[config.mk]
export PLATFORM = sky130hd
export DESIGN_NAME = drm_burst_reader
export DESIGN_NICKNAME = d
export VERILOG_FILES = /design/src/rtl/drm_burst_reader.sv
export SDC_FILE = /design/constraint.sdc
export NUM_CORES = 1
export LEC_CHECK = 0
export BUFFER_PORTS_ARGS = -buffer_cell sky130_fd_sc_hd__buf_2
export CAP_MARGIN = 30
export CORE_MARGIN = 4
export CORE_UTILIZATION = 25
export CTS_CLUSTER_DIAMETER = 100
export DETAILED_ROUTE_END_ITERATION = 8
export SYNTH_ARGS = -nofsm -noshare
export SYNTH_HDL_FRONTEND = slang
export SYNTH_SLANG_ARGS = --single-unit
[constraint.sdc]
create_clock -name rd_clk -period 3.75 [get_ports rd_clk]
set_input_delay 0.75 -clock rd_clk [delete_from_list [all_inputs] [get_ports rd_clk]]
set_output_delay 0.75 -clock rd_clk [all_outputs]
set_load 0.03 [all_outputs]
[src/rtl/drm_burst_reader.sv]
// Burst read client for the 64x8192 DRM: request -> per-beat RAM reads -> valid/ready response stream.
// Latency: accept edge k -> rsp_valid at cycle k+3 (k+4 with DRM_RD_OUTPUT_REG_EN, RAM output register on).
// Backpressure: credits cover FIFO plus in-flight reads, so a stalled rsp_ready freezes issue without loss.

module sync_fifo #(
    parameter int WIDTH = 8,
    parameter int DEPTH = 4
) (
    input  logic                   clk,
    input  logic                   rst,
    input  logic                   wr_vld,
    input  logic [WIDTH-1:0]       wr_dat,
    output logic                   rd_vld,
    input  logic                   rd_rdy,
    output logic [WIDTH-1:0]       rd_dat,
    output logic [$clog2(DEPTH):0] count
);
    localparam int AW = $clog2(DEPTH);

    logic [WIDTH-1:0] mem [DEPTH];
    logic [AW-1:0]    wr_ptr;
    logic [AW-1:0]    rd_ptr;
    logic             push;
    logic             pop;
    logic             full;

    assign full   = (count == (AW+1)'(DEPTH));
    assign rd_vld = (count != '0);
    assign pop    = rd_vld & rd_rdy;
    assign push   = wr_vld & (!full | pop);
    assign rd_dat = mem[rd_ptr];

    // Pointers wrap naturally because DEPTH is a power of two.
    always_ff @(posedge clk) begin
        if (rst) begin
            wr_ptr <= '0;
            rd_ptr <= '0;
            count  <= '0;
        end else begin
            if (push) wr_ptr <= wr_ptr + 1'b1;
            if (pop)  rd_ptr <= rd_ptr + 1'b1;
            case ({push, pop})
                2'b10:   count <= count + 1'b1;
                2'b01:   count <= count - 1'b1;
                default: count <= count;
            endcase
        end
    end

    always_ff @(posedge clk) begin
        if (push) mem[wr_ptr] <= wr_dat;
    end
endmodule

module drm_burst_reader #(
    parameter int ADDR_WIDTH = 13,
    parameter int DATA_WIDTH = 64,
    parameter int LEN_WIDTH  = 8,
    parameter int FIFO_DEPTH = 4
) (
    input  logic                  rd_clk,
    input  logic                  rd_rst,
    input  logic                  req_valid,
    output logic                  req_ready,
    input  logic [ADDR_WIDTH-1:0] req_addr,
    input  logic [LEN_WIDTH-1:0]  req_len,
    output logic                  rsp_valid,
    input  logic                  rsp_ready,
    output logic [DATA_WIDTH-1:0] rsp_data,
    output logic                  rsp_last,
    output logic [ADDR_WIDTH-1:0] ram_rd_addr,
    input  logic [DATA_WIDTH-1:0] ram_rd_data,
    output logic                  busy
);
`ifdef DRM_RD_OUTPUT_REG_EN
    localparam int RD_LAT = 2;
`else
    localparam int RD_LAT = 1;
`endif
    localparam int CW = $clog2(FIFO_DEPTH) + 1;

    typedef struct packed {
        logic                  last;
        logic [DATA_WIDTH-1:0] data;
    } rsp_ent_t;

    typedef enum logic [1:0] {
        S_IDLE,
        S_ISSUE,
        S_DRAIN
    } state_t;

    state_t                state;
    state_t                state_nxt;
    logic [ADDR_WIDTH-1:0] addr_cnt;
    logic [LEN_WIDTH-1:0]  beat_cnt;
    logic [RD_LAT-1:0]     tag_vld;
    logic [RD_LAT-1:0]     tag_last;
    logic [CW-1:0]         fifo_count;
    logic [CW-1:0]         inflight;
    logic [CW:0]           occupancy;
    logic [CW:0]           credit;
    logic                  issue;
    logic                  issue_last;
    logic                  accept;
    logic                  pop;
    logic                  fifo_vld;
    rsp_ent_t              wr_ent;
    rsp_ent_t              rd_ent;

    always_comb begin
        inflight = '0;
        for (int i = 0; i < RD_LAT; i++) begin
            inflight = inflight + CW'(tag_vld[i]);
        end
    end

    // Credits free up one cycle after a pop; this conservatism is what keeps FIFO_DEPTH >= latency+2 sufficient.
    assign occupancy = {1'b0, fifo_count} + {1'b0, inflight};
    assign credit    = (CW+1)'(FIFO_DEPTH) - occupancy;

    always_comb begin
        state_nxt = state;
        req_ready = 1'b0;
        issue     = 1'b0;
        case (state)
            S_IDLE: begin
                req_ready = 1'b1;
                if (req_valid) state_nxt = S_ISSUE;
            end
            S_ISSUE: begin
                if (credit != '0) begin
                    issue = 1'b1;
                    if (beat_cnt == '0) state_nxt = S_DRAIN;
                end
            end
            S_DRAIN: begin
                if (pop && rd_ent.last) state_nxt = S_IDLE;
            end
            default: state_nxt = S_IDLE;
        endcase
    end

    assign accept     = req_valid & req_ready;
    assign issue_last = issue & (beat_cnt == '0);

    always_ff @(posedge rd_clk) begin
        if (rd_rst) begin
            state    <= S_IDLE;
            addr_cnt <= '0;
            beat_cnt <= '0;
            tag_vld  <= '0;
            tag_last <= '0;
        end else begin
            state <= state_nxt;
            if (accept) begin
                addr_cnt <= req_addr;
                beat_cnt <= req_len;
            end else if (issue) begin
                addr_cnt <= addr_cnt + 1'b1;
                beat_cnt <= beat_cnt - 1'b1;
            end
            tag_vld[0]  <= issue;
            tag_last[0] <= issue_last;
            for (int i = 1; i < RD_LAT; i++) begin
                tag_vld[i]  <= tag_vld[i-1];
                tag_last[i] <= tag_last[i-1];
            end
        end
    end

    // The address counter itself drives the RAM so the first read goes out the cycle after accept.
    assign ram_rd_addr = addr_cnt;

    assign wr_ent.last = tag_last[RD_LAT-1];
    assign wr_ent.data = ram_rd_data;

    sync_fifo #(
        .WIDTH ($bits(rsp_ent_t)),
        .DEPTH (FIFO_DEPTH)
    ) u_rsp_fifo (
        .clk    (rd_clk),
        .rst    (rd_rst),
        .wr_vld (tag_vld[RD_LAT-1]),
        .wr_dat (wr_ent),
        .rd_vld (fifo_vld),
        .rd_rdy (rsp_ready),
        .rd_dat (rd_ent),
        .count  (fifo_count)
    );

    assign pop       = fifo_vld & rsp_ready;
    assign rsp_valid = fifo_vld;
    assign rsp_data  = rd_ent.data;
    assign rsp_last  = fifo_vld & rd_ent.last;
    assign busy      = (state != S_IDLE);

    a_no_overcommit: assert property (@(posedge rd_clk) disable iff (rd_rst)
        occupancy <= (CW+1)'(FIFO_DEPTH));
endmodule
==> results of run 1 <==
## how the worst min path moves through the flow
stage | start | to | slack (ns) | cells past startpoint
6_report | ram_rd_data[44] | u_rsp_fifo.mem[0][44] | 0.38 | 1
5_1_grt | ram_rd_data[44] | u_rsp_fifo.mem[0][44] | 0.36 | 1
4_1_cts | ram_rd_data[44] | u_rsp_fifo.mem[0][44] | 0.34 | 1
3_5_place_dp | tag_last | u_rsp_fifo.mem[3][64] | 0.47 | 0
3_3_place_gp | tag_last | u_rsp_fifo.mem[2][64] | 0.45 | 0
2_1_floorplan | tag_last | u_rsp_fifo.mem[0][64] | 0.44 | 0
## state kept, by name, indices dropped and copies added (netlist names), named ones only
register / count
beat_cnt: 8
ram_rd_addr: 13
state: 2
tag_last: 1
tag_vld: 1
u_rsp_fifo.count: 3
u_rsp_fifo.mem: 260
u_rsp_fifo.rd_ptr: 2
u_rsp_fifo.wr_ptr: 2
## layer usage
| layer | up-vias | global-route usage | part of all wire |
|---|---|---|---|
| met1 | 2982 | 0.131 | 0.45 |
| li1 | 2678 | - | - |
| met5 | - | 0 | 0.0032 |
| met4 | 12 | 0.0216 | 0.020 |
| met2 | 171 | 0.148 | 0.45 |
| met3 | 45 | 0.0331 | 0.077 |
## synth_stat cells (all sizes together) (4+ instances only)
library cell	n	area share
edfxtp	260	0.70
mux4	65	0.13
dfxtp	34	0.061
nor2	31	0.010
inv	15	0.0050
clkbuf	14	0.0047
a211oi	12	0.0080
nand2	11	0.0037
ha	10	0.011
xnor2	10	0.0078
buf	8	0.0033
o21ai	8	0.0036
a21oi	7	0.0035
and2	7	0.0039
a311oi	6	0.0047
or3	6	0.0033
xor2	6	0.0054
o211ai	4	0.0027
or2	4	0.0022
## power by group through the flow
stage	clock network, mW	registers (mW)	logic [mW]
2_1_floorplan	0	4.00	1.55
3_3_place_gp	0	4.02	2.18
3_5_place_dp	0	4.03	2.20
4_1_cts	3.24	3.96	2.21
5_1_grt	3.37	3.98	2.33
6_report	3.14	3.96	2.16
## critical path: stages, from the launching register on
cell     delay (ns)
dfxtp_4        0.83
buf_4          0.35
mux4_2         0.35
buf_2          0.20
## cells by family (layout without fill, tap and decap cells)
| group | after synthesis | after routing | share of synthesized area |
|---|---|---|---|
| AOI/OAI and AO/OA | 51 | 51 | 0.0347 |
| xor gates and xnor gates | 16 | 16 | 0.0132 |
| adders and majority gates | 11 | 11 | 0.0129 |
| buffers and inverters | 37 | 257 | 0.0130 |
| DFF | 294 | 294 | 0.756 |
| muxes | 67 | 67 | 0.132 |
| other | 0 | 1 | 0 |
| and+or+nand+nor | 80 | 80 | 0.0376 |
## metrics by stage
| stage | hold slack [ns] | std cells |
|---|---|---|
| 6_report | 0.384 | 1369 |
| 5_1_grt | 0.361 | 1368 |
| 4_1_cts | 0.343 | 1368 |
| 2_1_floorplan | 0.438 | 556 |
| 3_3_place_gp | 0.453 | 1309 |
| 3_5_place_dp | 0.475 | 1310 |
## area by class of cell
type | count | area [sq um] | area share
clock buffer | 34 | 787 | 0.0563
timing repair buffer | 184 | 1040 | 0.0744
tap | 592 | 741 | 0.0530
antenna | 1 | 2.50 | 0.000179
sequential | 294 | 8500 | 0.607
clock inverter | 24 | 268 | 0.0191
inverter | 15 | 56.3 | 0.00403
multi-input combinational | 225 | 2600 | 0.186
==> flow_summary.json, run 1 <==
{
  "cts_made_buffers": 31,
  "start_util": 0.253,
  "htree_levels": 1,
  "worstPathMaxFanout": 45,
  "timing.rr.end": "ram_rd_addr[1]",
  "clkTransAtPathRegs_ns": 0.06,
  "power_frac_clock": 0.339,
  "grt_pass1_vias": 6061,
  "netlist_area_sq_um": 11200,
  "vias": 5888,
  "port_buffers": 169,
  "cp-end-kind": "output port",
  "top_level_ports": 170,
  "num_rows": 77,
  "coreArea_sq_um": 44300,
  "worst_pin_slew_ns": 0.773,
  "post-route-min-period_ns": 3.07,
  "criticalPathCategory": "flop to output port",
  "routed_via_density": 4.30,
  "yosysSeqAreaShare": 0.756,
  "synth-edff-count": 260,
  "grt_start_max_net_pins": 46,
  "p_leak_nw": 4.64,
  "rsz0062_at_grt": "no",
  "drv_slew": 0,
  "final_nets": 851,
  "finalInstanceArea_sq_um": 14000,
  "endpoint": "rsp_data[58]",
  "hold_path_class": "input pin to flop",
  "p_sw_frac": 0.300,
  "hold_viol": 0,
  "fmax_mhz": 326,
  "setup_violations": 0,
  "synth_seq_cells": 294,
  "fin_worst_skew_ns": 0.0147,
  "cts_tree": "yes",
  "synth_area_per_cell_sq_um": 20.2,
  "syn2layout_area_growth_pct": 24.7,
  "place_ws_ns": 1.08,
  "ys_types": 48,
  "drt_pre_antenna_iters": 4,
  "grt_pass1_wl_mm": 35.7,
  "synth.net_count": 656,
  "placed_cell_area_sq_um": 12900,
  "power.switching_mw": 2.78,
  "yosys_most_used_dff": "edfxtp_1",
  "clock_tree.root_cell": "clkbuf_16",
  "final_core_util": 0.316,
  "required_ns": 3.00,
  "setup_tns_ns": 0,
  "comb_power_share": 0.233,
  "clock-sinks": 294,
  "power_mw": 9.25,
  "slew_headroom": 0.481,
  "r2r_start": "u_rsp_fifo.count[0]",
  "seqPwrFrac": 0.427,
  "drt_iter0_markers": 408,
  "drc_errors": 0,
  "antenna_found_initial": 7,
  "cp-start-kind": "flop",
  "clockBufferDepth": 3,
  "fin_crit_sh": 0.819,
  "die_h_um": 220,
  "p_per_area_nw_per_um2": 662,
  "cap_viol_max_count": 0,
  "synth_warnings": 0,
  "regToRegSetupSlack_ns": 1.33,
  "wl_mm": 24.3,
  "status": "complete, no violations",
  "async_flop_share": 0,
  "reg2reg_depth": 7,
  "ir_drop_mv": 0.353,
  "worstPathArrival_ns": 2.32,
  "grt_overflow_total": 0,
  "fp.dieArea_sq_um": 48300,
  "fill_cells": 4370,
  "gp_congestion": 0.743,
  "syn-instance-count": 556,
  "grt_use_total": 0.0959,
  "die_x_um": 220,
  "worst_slack_ns": 0.680,
  "clock_latency_ns": 0.58,
  "cts_setup_buffers": 0,
  "cts.repair.resized": 0,
  "final_common_cell": "edfxtp_1",
  "internal-power_mw": 6.48,
  "wl_per_cell_um": 17.8,
  "cts_hold_buf": 0,
  "final_layout_size_suffix_gt1_frac": 0.406,
  "post-dp-hpwl_mm": 15.8,
  "antenna_left": 0,
  "mostFrequentLayoutCells": "edfxtp_1 (260), buf_2 (169), mux4_2 (65)"
}
(Power assumes the default switching activity.)
==> run 2, diff against run 1 <==
==> constraint.sdc (replaced) <==
create_clock -name rd_clk -period 3 [get_ports rd_clk]
set_input_delay 0.6 -clock rd_clk [delete_from_list [all_inputs] [get_ports rd_clk]]
set_output_delay 0.6 -clock rd_clk [all_outputs]
set_load 0.03 [all_outputs]
==> flow_summary.json, run 2 (same netlist as run 1, synthesis figures left out) <==
{
  "status": "complete, no violations",
  "post-dp-hpwl_mm": 15.6,
  "clkTransAtPathRegs_ns": 0.06,
  "hold_viol": 0,
  "final_layout_size_suffix_gt1_frac": 0.407,
  "clock_tree.root_cell": "clkbuf_16",
  "clock-sinks": 294,
  "worst_pin_slew_ns": 0.566,
  "p_per_area_nw_per_um2": 819,
  "routed_via_density": 4.32,
  "antenna_found_initial": 8,
  "largest_reg_flops": 260,
  "fp.dieArea_sq_um": 48300,
  "rsz0062_at_grt": "no",
  "cts_made_buffers": 34,
  "vias": 5942,
  "fin_worst_skew_ns": 0.0210,
  "p_leak_nw": 4.65,
  "setup_violations": 0,
  "fill_cells": 4332,
  "worst_slack_ns": 0.255,
  "port_buffers": 169,
  "final_nets": 858,
  "final_core_util": 0.317,
  "place_ws_ns": 0.482,
  "clock_latency_ns": 0.53,
  "setup_tns_ns": 0,
  "grt_overflow_total": 0,
  "mostFrequentLayoutCells": "edfxtp_1 (260), buf_2 (169), mux4_2 (65)",
  "grt_use_total": 0.100,
  "crit_path_top_delay_cell": "mux4_2",
  "syn2layout_area_growth_pct": 25.1,
  "clockBufferDepth": 3,
  "drc_errors": 0,
  "crit_chain": "buf_12 > mux4_2 > and2_1 > buf_2",
  "coreArea_sq_um": 44300,
  "start_util": 0.253,
  "grt_pass1_vias": 6128,
  "antenna_left": 0,
  "fin_crit_sh": 0.915,
  "gp_congestion": 0.755,
  "cap_viol_max_count": 0,
  "worstPathMaxFanout": 38,
  "drt_iter0_markers": 395,
  "final_common_cell": "edfxtp_1",
  "cts_hold_buf": 0,
  "slew_headroom": 0.623,
  "ir_drop_mv": 0.439,
  "drv_slew": 0,
  "grt_pass1_wl_mm": 36.5,
  "die_h_um": 220,
  "cp-start-kind": "flop",
  "hold_path_class": "input pin to flop",
  "die_x_um": 220,
  "cts.repair.resized": 0,
  "cts_tree": "yes",
  "wl_per_cell_um": 17.8,
  "worstPathArrival_ns": 2.14,
  "htree_levels": 2,
  "regMostFlops": "u_rsp_fifo.mem",
  "top_level_ports": 170,
  "cts_setup_buffers": 0,
  "hold_ws_ns": 0.284,
  "criticalPathCategory": "flop to output port",
  "wl_mm": 24.5,
  "crit_path_max_incr_delay_ns": 0.61,
  "required_ns": 2.40,
  "fmax_mhz": 364,
  "num_rows": 77,
  "drt_pre_antenna_iters": 4,
  "grt_start_max_net_pins": 42,
  "post-route-min-period_ns": 2.74,
  "cp-end-kind": "output port"
}
-- run 2: cell types whose count changed in the layout (fill, tap and decap cells not counted), sizes merged --
cell      change
clkbuf        +5
clkinv        +1
bufinv        -4
clkinvlp      -1
inv           +1
buf           +4
diode         +2
-- run 2: critical path, delay by kind of cell, from the launching register on --
| family | cells | cell delay (ns) |
|---|---|---|
| buffers and inverters | 2 | 0.45 |
| flip-flops | 1 | 0.37 |
| multiplexers | 1 | 0.61 |
| AND/OR/NAND/NOR | 1 | 0.18 |
-- run 2: metrics by stage --
| stage | instances | power [mW] | instance area [sq um] |
|---|---|---|---|
| CTS | 1374 | 11.7 | 14000 |
| finish | 1377 | 11.5 | 14000 |
| global route | 1375 | 12.1 | 14000 |
| floorplan | 556 | 6.93 | 11200 |
| detailed placement | 1314 | 7.84 | 13000 |
| global placement | 1314 | 7.82 | 13000 |
-- run 2: layout make-up --
type	instances	area, sq um	share of cell area
repair buffers	188	1110	0.0794
well taps	592	741	0.0528
multi-input cells	225	2600	0.185
flip-flops and latches	294	8500	0.605
diodes	3	7.51	0.000535
inverters	15	56.3	0.00401
clock buffers	39	870	0.0620
clock inverters	21	153	0.0109
-- run 2: worst paths after layout --
path | start | endpoint | slack (ns) | cells past startpoint
worst max register to register | u_rsp_fifo.count[0] | ram_rd_addr[12] | 0.68 | 7
worst min register to register | tag_last | u_rsp_fifo.mem[0][64] | 0.48 | 0
worst min-delay path | ram_rd_data[11] | u_rsp_fifo.mem[1][11] | 0.28 | 1
worst max-delay path | flop | rsp_last | 0.26 | 4
-- run 2: power by group --
part	switching (mW)	internal [mW]	leakage, nW	total [mW]
Sequential	0.152	4.75	2.63	4.90
Clock	1.60	2.18	0.499	3.78
Combinational	1.75	1.06	1.52	2.81
Total	3.50	7.99	4.65	11.5
-- run 2: per-layer routing --
metal | wire length (um) | vias to the layer above | share of wire | track usage
li1 | - | 2692 | - | -
met1 | 11200 | 2983 | 0.46 | 0.136
met2 | 10400 | 200 | 0.42 | 0.147
met3 | 2290 | 55 | 0.093 | 0.0423
met4 | 559 | 12 | 0.023 | 0.0295
met5 | 75 | - | 0.0031 | 0
